[config.mk]
export PLATFORM = sky130hd
export DESIGN_NAME = i2s_frame_buffer_ctrl
export DESIGN_NICKNAME = d
export VERILOG_FILES = /design/src/rtl/i2s_frame_buffer_ctrl_pkg.sv /design/src/rtl/i2s_frame_fifo.sv /design/src/rtl/i2s_frame_buffer_ctrl.sv
export SDC_FILE = /design/constraint.sdc
export NUM_CORES = 1
export LEC_CHECK = 0
export BUFFER_PORTS_ARGS = -buffer_cell sky130_fd_sc_hd__buf_2
export CAP_MARGIN = 15
export CELL_PAD_IN_SITES_DETAIL_PLACEMENT = 0
export CELL_PAD_IN_SITES_GLOBAL_PLACEMENT = 2
export CORE_UTILIZATION = 43
export DETAILED_ROUTE_END_ITERATION = 8
export GPL_TIMING_DRIVEN = 0
export PLACE_DENSITY_LB_ADDON = 0.1
export SETUP_SLACK_MARGIN = 0.3
export SLEW_MARGIN = 20
export SYNTH_ARGS = -nofsm -noshare
export SYNTH_HDL_FRONTEND = slang
export SYNTH_HIERARCHICAL = 1
export SYNTH_SLANG_ARGS = --single-unit
[constraint.sdc]
create_clock -name clk -period 9.75 [get_ports clk]
set_input_delay 1.95 -clock clk [delete_from_list [all_inputs] [get_ports clk]]
set_output_delay 1.95 -clock clk [all_outputs]
set_load 0.1 [all_outputs]
[src/rtl/i2s_frame_buffer_ctrl_pkg.sv]
// i2s_frame_buffer_ctrl_pkg: shared state encoding, frame widths and counter helper
package i2s_frame_buffer_ctrl_pkg;
  localparam int SAMPLE_W = 32;
  localparam int FRAME_W  = 2 * SAMPLE_W;
  typedef enum logic [2:0] {
    S_IDLE = 3'b001,
    S_FILL = 3'b010,
    S_RUN  = 3'b100
  } state_t;
  function automatic logic [15:0] sat_inc(input logic [15:0] v, input logic inc);
    return v + 16'(inc && v != 16'hFFFF);
  endfunction
endpackage

[src/rtl/i2s_frame_fifo.sv]
// i2s_frame_fifo: synchronous show-ahead stereo frame FIFO with flush
module i2s_frame_fifo
  import i2s_frame_buffer_ctrl_pkg::*;
#(
  parameter int DEPTH_LOG2 = 4
) (
  input  logic                  clk,
  input  logic                  nrst,
  input  logic                  push,
  input  logic                  pop,
  input  logic                  flush,
  input  logic [FRAME_W-1:0]    din,
  output logic [FRAME_W-1:0]    dout,
  output logic [DEPTH_LOG2:0]   level
);
  localparam int DEPTH = 2 ** DEPTH_LOG2;
  localparam logic [DEPTH_LOG2:0] FULL = (DEPTH_LOG2 + 1)'(DEPTH);
  logic [FRAME_W-1:0]    mem_q [DEPTH];
  logic [DEPTH_LOG2-1:0] wr_q, wr_d, rd_q, rd_d;
  logic [DEPTH_LOG2:0]   lvl_q, lvl_d;
  logic                  do_push, do_pop;
  always_comb begin
    do_pop  = pop && !flush && lvl_q != '0;
    do_push = push && !flush && (lvl_q != FULL || do_pop);
    wr_d    = flush ? '0 : wr_q + DEPTH_LOG2'(do_push);
    rd_d    = flush ? '0 : rd_q + DEPTH_LOG2'(do_pop);
    lvl_d   = flush ? '0 : lvl_q + (DEPTH_LOG2 + 1)'(do_push) - (DEPTH_LOG2 + 1)'(do_pop);
  end
  always_ff @(posedge clk) begin
    if (!nrst) begin
      wr_q  <= '0;
      rd_q  <= '0;
      lvl_q <= '0;
    end else begin
      wr_q  <= wr_d;
      rd_q  <= rd_d;
      lvl_q <= lvl_d;
    end
  end
  // storage is not reset; only the pointers define what is valid
  always_ff @(posedge clk) begin
    if (do_push) mem_q[wr_q] <= din;
  end
  assign dout  = mem_q[rd_q];
  assign level = lvl_q;
endmodule

[src/rtl/i2s_frame_buffer_ctrl.sv]
// i2s_frame_buffer_ctrl: I2S frame buffering with lock watchdog, prefill and underrun recovery
module i2s_frame_buffer_ctrl
  import i2s_frame_buffer_ctrl_pkg::*;
#(
  parameter int DEPTH_LOG2  = 4,
  parameter int START_LEVEL = 8,
  parameter int TIMEOUT     = 4096
) (
  input  logic                  clk,
  input  logic                  nrst,
  input  logic                  enable,
  input  logic                  in_en,
  input  logic [SAMPLE_W-1:0]   in_left,
  input  logic [SAMPLE_W-1:0]   in_right,
  input  logic                  out_ready,
  output logic                  out_valid,
  output logic [SAMPLE_W-1:0]   out_left,
  output logic [SAMPLE_W-1:0]   out_right,
  output logic [DEPTH_LOG2:0]   level,
  output logic                  locked,
  output logic [15:0]           overflow_cnt,
  output logic [15:0]           underflow_cnt
);
  localparam int WD_W = (TIMEOUT > 2) ? $clog2(TIMEOUT) : 1;
  localparam logic [WD_W-1:0]     WD_MAX = WD_W'(TIMEOUT - 1);
  localparam logic [DEPTH_LOG2:0] FULL   = (DEPTH_LOG2 + 1)'(2 ** DEPTH_LOG2);
  localparam logic [DEPTH_LOG2:0] START  = (DEPTH_LOG2 + 1)'(START_LEVEL);
  state_t             state_q, state_d;
  logic [WD_W-1:0]    wd_q, wd_d;
  logic               locked_q, locked_d;
  logic [15:0]        ovf_q, ovf_d, unf_q, unf_d;
  logic [FRAME_W-1:0] hold_q, hold_d, fifo_dout;
  logic               push, pop, flush, full, ovf_ev, underrun, stop;
  i2s_frame_fifo #(.DEPTH_LOG2(DEPTH_LOG2)) u_fifo (
    .clk   (clk),
    .nrst  (nrst),
    .push  (push),
    .pop   (pop),
    .flush (flush),
    .din   ({in_left, in_right}),
    .dout  (fifo_dout),
    .level (level)
  );
  always_comb begin
    flush     = state_q == S_IDLE;
    full      = level == FULL;
    out_valid = state_q == S_RUN && level != '0;
    pop       = out_valid && out_ready;
    push      = in_en && !flush && (!full || pop);
    ovf_ev    = in_en && !flush && full && !pop;
    underrun  = state_q == S_RUN && level == '0 && out_ready;
    stop      = !enable || !locked_q;
    // watchdog saturates at TIMEOUT-1 so a lost lock stays lost until a frame arrives
    wd_d      = in_en ? '0 : (wd_q == WD_MAX ? wd_q : wd_q + WD_W'(1));
    locked_d  = in_en ? 1'b1 : (wd_q == WD_MAX ? 1'b0 : locked_q);
    ovf_d     = sat_inc(ovf_q, ovf_ev);
    unf_d     = sat_inc(unf_q, underrun);
    hold_d    = out_valid ? fifo_dout : hold_q;
    state_d   = state_q;
    case (state_q)
      S_IDLE:  state_d = (enable && locked_q) ? S_FILL : S_IDLE;
      S_FILL:  state_d = stop ? S_IDLE : (level >= START ? S_RUN : S_FILL);
      S_RUN:   state_d = stop ? S_IDLE : (underrun ? S_FILL : S_RUN);
      default: state_d = S_IDLE;
    endcase
  end
  always_ff @(posedge clk) begin
    if (!nrst) begin
      state_q  <= S_IDLE;
      wd_q     <= '0;
      locked_q <= 1'b0;
      ovf_q    <= '0;
      unf_q    <= '0;
      hold_q   <= '0;
    end else begin
      state_q  <= state_d;
      wd_q     <= wd_d;
      locked_q <= locked_d;
      ovf_q    <= ovf_d;
      unf_q    <= unf_d;
      hold_q   <= hold_d;
    end
  end
  assign out_left      = out_valid ? fifo_dout[FRAME_W-1 -: SAMPLE_W] : hold_q[FRAME_W-1 -: SAMPLE_W];
  assign out_right     = out_valid ? fifo_dout[SAMPLE_W-1:0] : hold_q[SAMPLE_W-1:0];
  assign locked        = locked_q;
  assign overflow_cnt  = ovf_q;
  assign underflow_cnt = unf_q;
endmodule

==> impl_metrics.py, run 1 <==
metrics = {
    "detailed_routing": {
        "drt_iter0_markers": 1707,
        "drt-wirelength-per-cell_um": 27.61,
        "drt_wl_total_um": 109800,
        "postRouteAntennaNets": 0,
        "drc_errors": 0,
        "via_per_inst": 5.552,
        "num_vias": 22079,
        "dr.pass1.iters": 5,
    },
    "layout": {
        "layoutNonFillerInstCount": 3977,
        "seq_area_um2": 33250,
        "multi_input_area_um2": 10130,
        "fin_nets": 2599,
        "finish.utilization_pct": 51.95,
        "syn2layout_area_growth_pct": 18.91,
        "layout-drive-gt1-share_pct": 31.42,
        "fillerInstances": 8033,
    },
    "run": {
        "cap_violations": 0,
    },
    "setup_path": {
        "cp.arrival_ns": 3.89,
        "worstSetupPathType": "reg2out",
        "cp_cell_sequence": "nor2b_1, clkbuf_1, buf_1, a22oi_1, nand2_1, mux2_4, buf_2",
        "worst_ep_required_time_ns": 7.80,
        "critPathLaunchType": "flop",
        "cpMaxStageDelayCell": "clkbuf_1",
        "cp-end-kind": "output pin",
        "crit_fanout": 10,
        "max_stage_delay_ns": 0.82,
    },
    "floorplanning": {
        "core_area_um2": 100700,
        "die_x_um": 321.9,
        "die_area_um2": 103600,
        "std_cell_rows": 116,
        "pin_count": 172,
        "initial_utilization_pct": 43.69,
        "die_h_um": 321.9,
    },
    "timing": {
        "worst_pin_slew_ns": 1.115,
        "hold_violations": 0,
        "maxSlewViolCount": 0,
        "slew_headroom_pct": 25.70,
        "min_period_ns": 5.839,
        "setup_viol": 0,
        "period_share_pct": 59.88,
        "fmax_mhz": 171.3,
        "grt_setup_unrepaired": "no",
        "setup_tns_ns": 0,
        "fin_worst_skew_ns": 0.02190,
    },
    "logic_synthesis": {
        "yosys_warnings": 6,
        "synthDistinctLibCells": 48,
        "seq_area_frac_synth_pct": 75.57,
        "synth-edff-count": 1024,
        "syn_area_per_cell_um2": 20.74,
        "synth_flop_cell": "edfxtp_1",
        "synth.ff_latch_count": 1149,
        "syn_inst": 2122,
        "async_flop_share_pct": 0,
        "netlist_area_um2": 44000,
        "synthesis.nets": 2207,
    },
    "clock_tree": {
        "cts-hold-fix-buffers": 0,
        "h-tree-depth": 3,
        "cts_tree": "done",
        "clk_latency_ns": 0.68,
        "ctsResizeCount": 0,
        "cts_setup_buffers": 0,
        "cts_root_buf": "clkbuf_16",
        "clk_pin_slew_ns": 0.06,
        "clock_path_buffers": 3,
        "cts.sinks": 1149,
        "numCtsBuffers": 121,
    },
    "global_routing": {
        "track_usage_pct": 21.60,
        "antenna_found_initial": 12,
        "grt_pass1_wl_um": 159700,
        "grt_max_degree": 20,
        "grt_pass1_vias": 22976,
        "overflow": 0,
    },
    "power_and_ir_drop": {
        "ir_drop_mv": 0.1426,
        "power_leakage_nw": 17.38,
        "powerDensity_nw_per_um2": 191.2,
    },
    "placement": {
        "gp_congestion": 0.7466,
        "place.port_buffers": 171,
        "hpwl_um": 72530,
        "placed_cells": 3748,
    },
    "hold_path": {
        "hp-class": "reg2reg",
    },
    "status": {
        "status": "finished clean",
    },
}
[cell type report]
class                   count  area share (%)
clock inverters            48          0.9135
repair buffers            269           4.845
diodes                      1        0.004783
plain buffers             108           1.282
inverters                  16          0.1148
flip-flops and latches   1149           63.55
clock buffers             180           6.679
well taps                1357           3.245
multi-input cells         849           19.37
[path summary, 6_finish.rpt]
kind                            slack (ns)  cells past startpoint                 end              start
worst max register to register        5.41                     12  u_fifo/mem_q[6][7]         state_q[2]
worst min-delay path                  0.50                      2   underflow_cnt[12]  underflow_cnt[12]
worst min register to register        0.50                      2   underflow_cnt[12]  underflow_cnt[12]
worst max-delay path                  3.91                      7         out_left[8]     u_fifo/rd_q[3]
[synth_stat cells, drive strengths merged, types with 7 or more instances]
master	count	area, um^2
a21oi	11	55.05
a22oi	128	960.9
and2	95	594.3
buf	62	498.0
clkbuf	46	172.7
dfxtp	125	2502
edfxtp	1024	30750
ha	15	187.7
inv	16	60.06
mux2	64	904.6
mux2i	7	70.07
mux4	256	5766
nand2	87	326.6
nand2b	9	56.30
nand3	21	105.1
nand4	8	50.05
nor2	36	135.1
nor2b	7	43.79
nor3	15	75.07
nor4	8	50.05
o21ai	12	60.06
or3	7	43.79
xnor2	12	105.1
xor2	19	166.4
[state kept, by name, indices dropped and copies added (netlist names)]
register	flops
state_q	3
u_fifo/mem_q	1024
u_fifo/level	5
locked	1
hold_q	64
underflow_cnt	16
u_fifo/rd_q	4
wd_q	12
u_fifo/wr_q	4
overflow_cnt	16
[kinds of logic after synthesis]
| kind of cell | after synthesis | synth area share [%] |
|---|---|---|
| DFF | 1149 | 75.57 |
| muxes | 327 | 15.32 |
| and+or+nand+nor | 309 | 3.648 |
| AOI/OAI and AO/OA | 166 | 2.718 |
| buffers and inverters | 124 | 1.661 |
| xor gates and xnor gates | 31 | 0.6170 |
| adders and majority gates | 16 | 0.4720 |
[critical path: cells and delay by family (launching register included)]
kind                   cells  cell delay [ns]
and+or+nand+nor            2             0.33
DFF                        1             0.42
AOI/OAI and AO/OA          1             0.25
buffers and inverters      3             2.05
muxes                      1             0.16
[cell usage in the layout, fill, tap and decap left out, types with 23 or more instances in the layout]
cell and n:
buf_6 26, clkbuf_1 85, buf_2 183, nand2_1 87, buf_4 47, and2_1 95, buf_12 25, edfxtp_1 1024
nor2_1 23, dfxtp_1 125, mux2_4 49, buf_16 32, a22oi_1 128, mux4_2 256, clkbuf_16 125
[stage by stage]
| step | hold WS, ns | setup WS [ns] | power (W) | area, um^2 |
|---|---|---|---|---|
| after detailed placement | 0.4882 | 4.046 | 0.005555 | 48350 |
| after global routing | 0.5273 | 3.790 | 0.01030 | 52320 |
| after CTS | 0.4995 | 3.814 | 0.01011 | 52320 |
| final | 0.4969 | 3.911 | 0.01000 | 52320 |
| after global placement | 0.4764 | -4.434 | 0.005546 | 46560 |
| after floorplan | 0.4597 | 1.830 | 0.005478 | 44000 |
[report_power, final]
part	switching, W	internal (W)	total, W
clock	0.00183	0.00272	0.00455
combinational	0.0000757	0.0000171	0.0000928
sequential	0.00000146	0.00536	0.00536
total	0.00191	0.00809	0.0100
[layer usage]
layer	up-vias	track usage [%]	share of wire, %
li1	9492	-	-
met1	11860	30.23	44
met2	590	35.86	49
met3	127	3.314	5.5
met4	10	4.614	1.5
met5	-	0	0.054
Power figures use the tool's default switching activity.
==> inputs of run 2 (changes only) <==
==> constraint.sdc (replaced) <==
create_clock -name clk -period 5.75 [get_ports clk]
set_input_delay 1.15 -clock clk [delete_from_list [all_inputs] [get_ports clk]]
set_output_delay 1.15 -clock clk [all_outputs]
set_load 0.1 [all_outputs]
==> run 2 against run 1 <==
Net effect: global-route usage shrank 0.13 points; clock power increased by 67%; sequential share of layout area increased by 0.16 points; total power up 68%; die area unchanged; clock skew is 0.0044 ns lower; hold slack got worse by 0.0043 ns; wire length shrank 0.44%; via count down 0.57%; register-to-register slack got worse by 3.7 ns; count of clock-buffer cells in the layout decreased by 18; largest cell class unchanged; largest power group unchanged.
==> impl_metrics.py, run 2 (synthesis gave the netlist of run 1 again) <==
metrics = {
    "global_routing": {
        "grt_max_degree": 20,
        "grt_pass1_vias": 22765,
        "grt_pass1_wl_um": 158100,
        "overflow": 0,
        "antenna_found_initial": 14,
        "track_usage_pct": 21.47,
    },
    "layout": {
        "largest_reg_flops": 1024,
        "multi_input_area_um2": 10160,
        "layoutNonFillerInstCount": 3956,
        "fillerInstances": 8077,
        "reg_top3": "u_fifo/mem_q (1024), hold_q (64)",
        "max_flop_register": "u_fifo/mem_q",
        "layout_common_cells": "edfxtp_1, mux4_2, buf_2",
        "layout-drive-gt1-share_pct": 31.29,
        "layout_commonest_cell": "edfxtp_1",
        "fin_nets": 2577,
        "syn2layout_area_growth_pct": 18.61,
        "seq_area_um2": 33250,
    },
    "detailed_routing": {
        "highest_layer": "met5",
        "drt-wirelength-per-cell_um": 27.63,
        "num_vias": 21954,
        "wl_met3_um": 6107,
        "drt_iter0_markers": 1894,
        "drt_wl_total_um": 109300,
        "drc_errors": 0,
        "postRouteAntennaNets": 0,
        "via_per_inst": 5.550,
        "dr.pass1.iters": 5,
        "wl_met2_um": 53990,
        "wirelength_met1_um": 47220,
    },
    "clock_tree": {
        "clk_latency_ns": 0.69,
        "cts_tree": "done",
        "clk_pin_slew_ns": 0.06,
        "numCtsBuffers": 119,
        "h-tree-depth": 3,
        "cts_setup_buffers": 0,
        "ctsResizeCount": 0,
        "cts.sinks": 1149,
        "cts_root_buf": "clkbuf_16",
        "cts-hold-fix-buffers": 0,
        "clock_path_buffers": 3,
    },
    "floorplanning": {
        "die_h_um": 321.9,
        "initial_utilization_pct": 43.69,
        "std_cell_rows": 116,
        "core_area_um2": 100700,
        "pin_count": 172,
        "die_area_um2": 103600,
        "die_x_um": 321.9,
    },
    "setup_path": {
        "cp.arrival_ns": 3.92,
        "critPathLaunchType": "flop",
        "cp_cell_sequence": "nor2b_1, clkbuf_1, clkbuf_1, a22oi_1, nand2_1, mux2_2, buf_2",
        "worstReg2RegStart": "state_q[2]",
        "crit_top_cell": "clkbuf_1",
        "cp-end-kind": "output pin",
        "r2r_setup_slack_ns": 1.76,
        "worst_ep_required_time_ns": 4.60,
        "worstSetupPathType": "reg2out",
        "cp-startpoint": "u_fifo/rd_q[3]",
        "crit_buf_inv": 3,
        "cpMaxStageDelayCell": "clkbuf_1",
        "crit_fanout": 10,
        "max_stage_delay_ns": 0.87,
        "path_delay_family": "buffers and inverters",
    },
    "timing": {
        "holdWs_ns": 0.4926,
        "setup_tns_ns": 0,
        "grt_setup_unrepaired": "no",
        "maxSlewViolCount": 0,
        "setup_viol": 0,
        "slew_headroom_pct": 21.99,
        "fmax_mhz": 197.4,
        "worst_pin_slew_ns": 1.170,
        "min_period_ns": 5.066,
        "period_share_pct": 88.11,
        "hold_violations": 0,
        "fin_worst_skew_ns": 0.01750,
    },
    "placement": {
        "place.port_buffers": 171,
        "hpwl_um": 72580,
        "placed_cells": 3728,
        "gp_congestion": 0.7349,
    },
    "run": {
        "cap_violations": 0,
    },
    "hold_path": {
        "holdCritStartpoint": "underflow_cnt[12]",
        "hp-class": "reg2reg",
    },
    "power_and_ir_drop": {
        "powerDensity_nw_per_um2": 322.3,
        "ir_drop_mv": 0.2333,
        "power_leakage_nw": 17.21,
    },
    "status": {
        "status": "finished clean",
    },
}
-- run 2: cell count changes in the layout (fill, tap and decap cells not counted), sizes merged --
cell | previous run | this run
inv | 18 | 19
clkbuf | 226 | 208
clkinv | 35 | 46
clkinvlp | 1 | 7
bufinv | 10 | 9
buf | 331 | 311
-- run 2: worst reg2reg max path, stage by stage (launching register included) --
cell	delay [ns]
dfxtp_1	0.31
clkbuf_1	0.28
nand4bb_1	0.22
a21oi_1	0.17
inv_1	0.06
a311oi_1	0.79
nand3b_1	0.54
nor3_4	0.72
buf_16	0.23
buf_8	0.17
buf_8	0.19
-- run 2: worst paths after layout --
| path | end | depth (start not counted) |
|---|---|---|
| setup / recovery | out_left[22] | 7 |
| hold / removal | underflow_cnt[12] | 2 |
| setup reg to reg | u_fifo/mem_q[4][5] | 10 |
| hold reg to reg | underflow_cnt[12] | 2 |
-- run 2: stage by stage --
stage	utilization (%)	cell area (um^2)	setup slack (ns)	total power [W]
3_3_place_gp	46.24	46580	-4.159	0.009406
6_report	51.82	52190	0.6835	0.01682
2_1_floorplan	-	44020	0.2212	0.009288
5_1_grt	51.82	52190	0.5650	0.01734
3_5_place_dp	47.96	48310	1.255	0.009422
4_1_cts	51.81	52190	0.6262	0.01701
-- run 2: final cells by class --
cell class,instances,area share [%]
Clock buffer,162,6.372
Inverter,16,0.1151
Buffer,108,1.285
Sequential cell,1149,63.71
Timing Repair Buffer,249,4.725
Tap cell,1357,3.253
Clock inverter,65,1.072
Antenna cell,1,0.004795
Multi-Input combinational cell,849,19.46
-- run 2: power by group --
| part | switching, W | internal [W] |
|---|---|---|
| clock | 0.00315 | 0.00444 |
| combinational | 0.000129 | 0.0000292 |
| sequential | 0.00000263 | 0.00908 |
| total | 0.00328 | 0.0135 |
-- run 2: layer usage --
layer | vias up | GRT usage (%)
met5 | - | 0
met1 | 11750 | 29.56
met3 | 141 | 3.584
met4 | 12 | 5.376
li1 | 9452 | -
met2 | 599 | 35.61
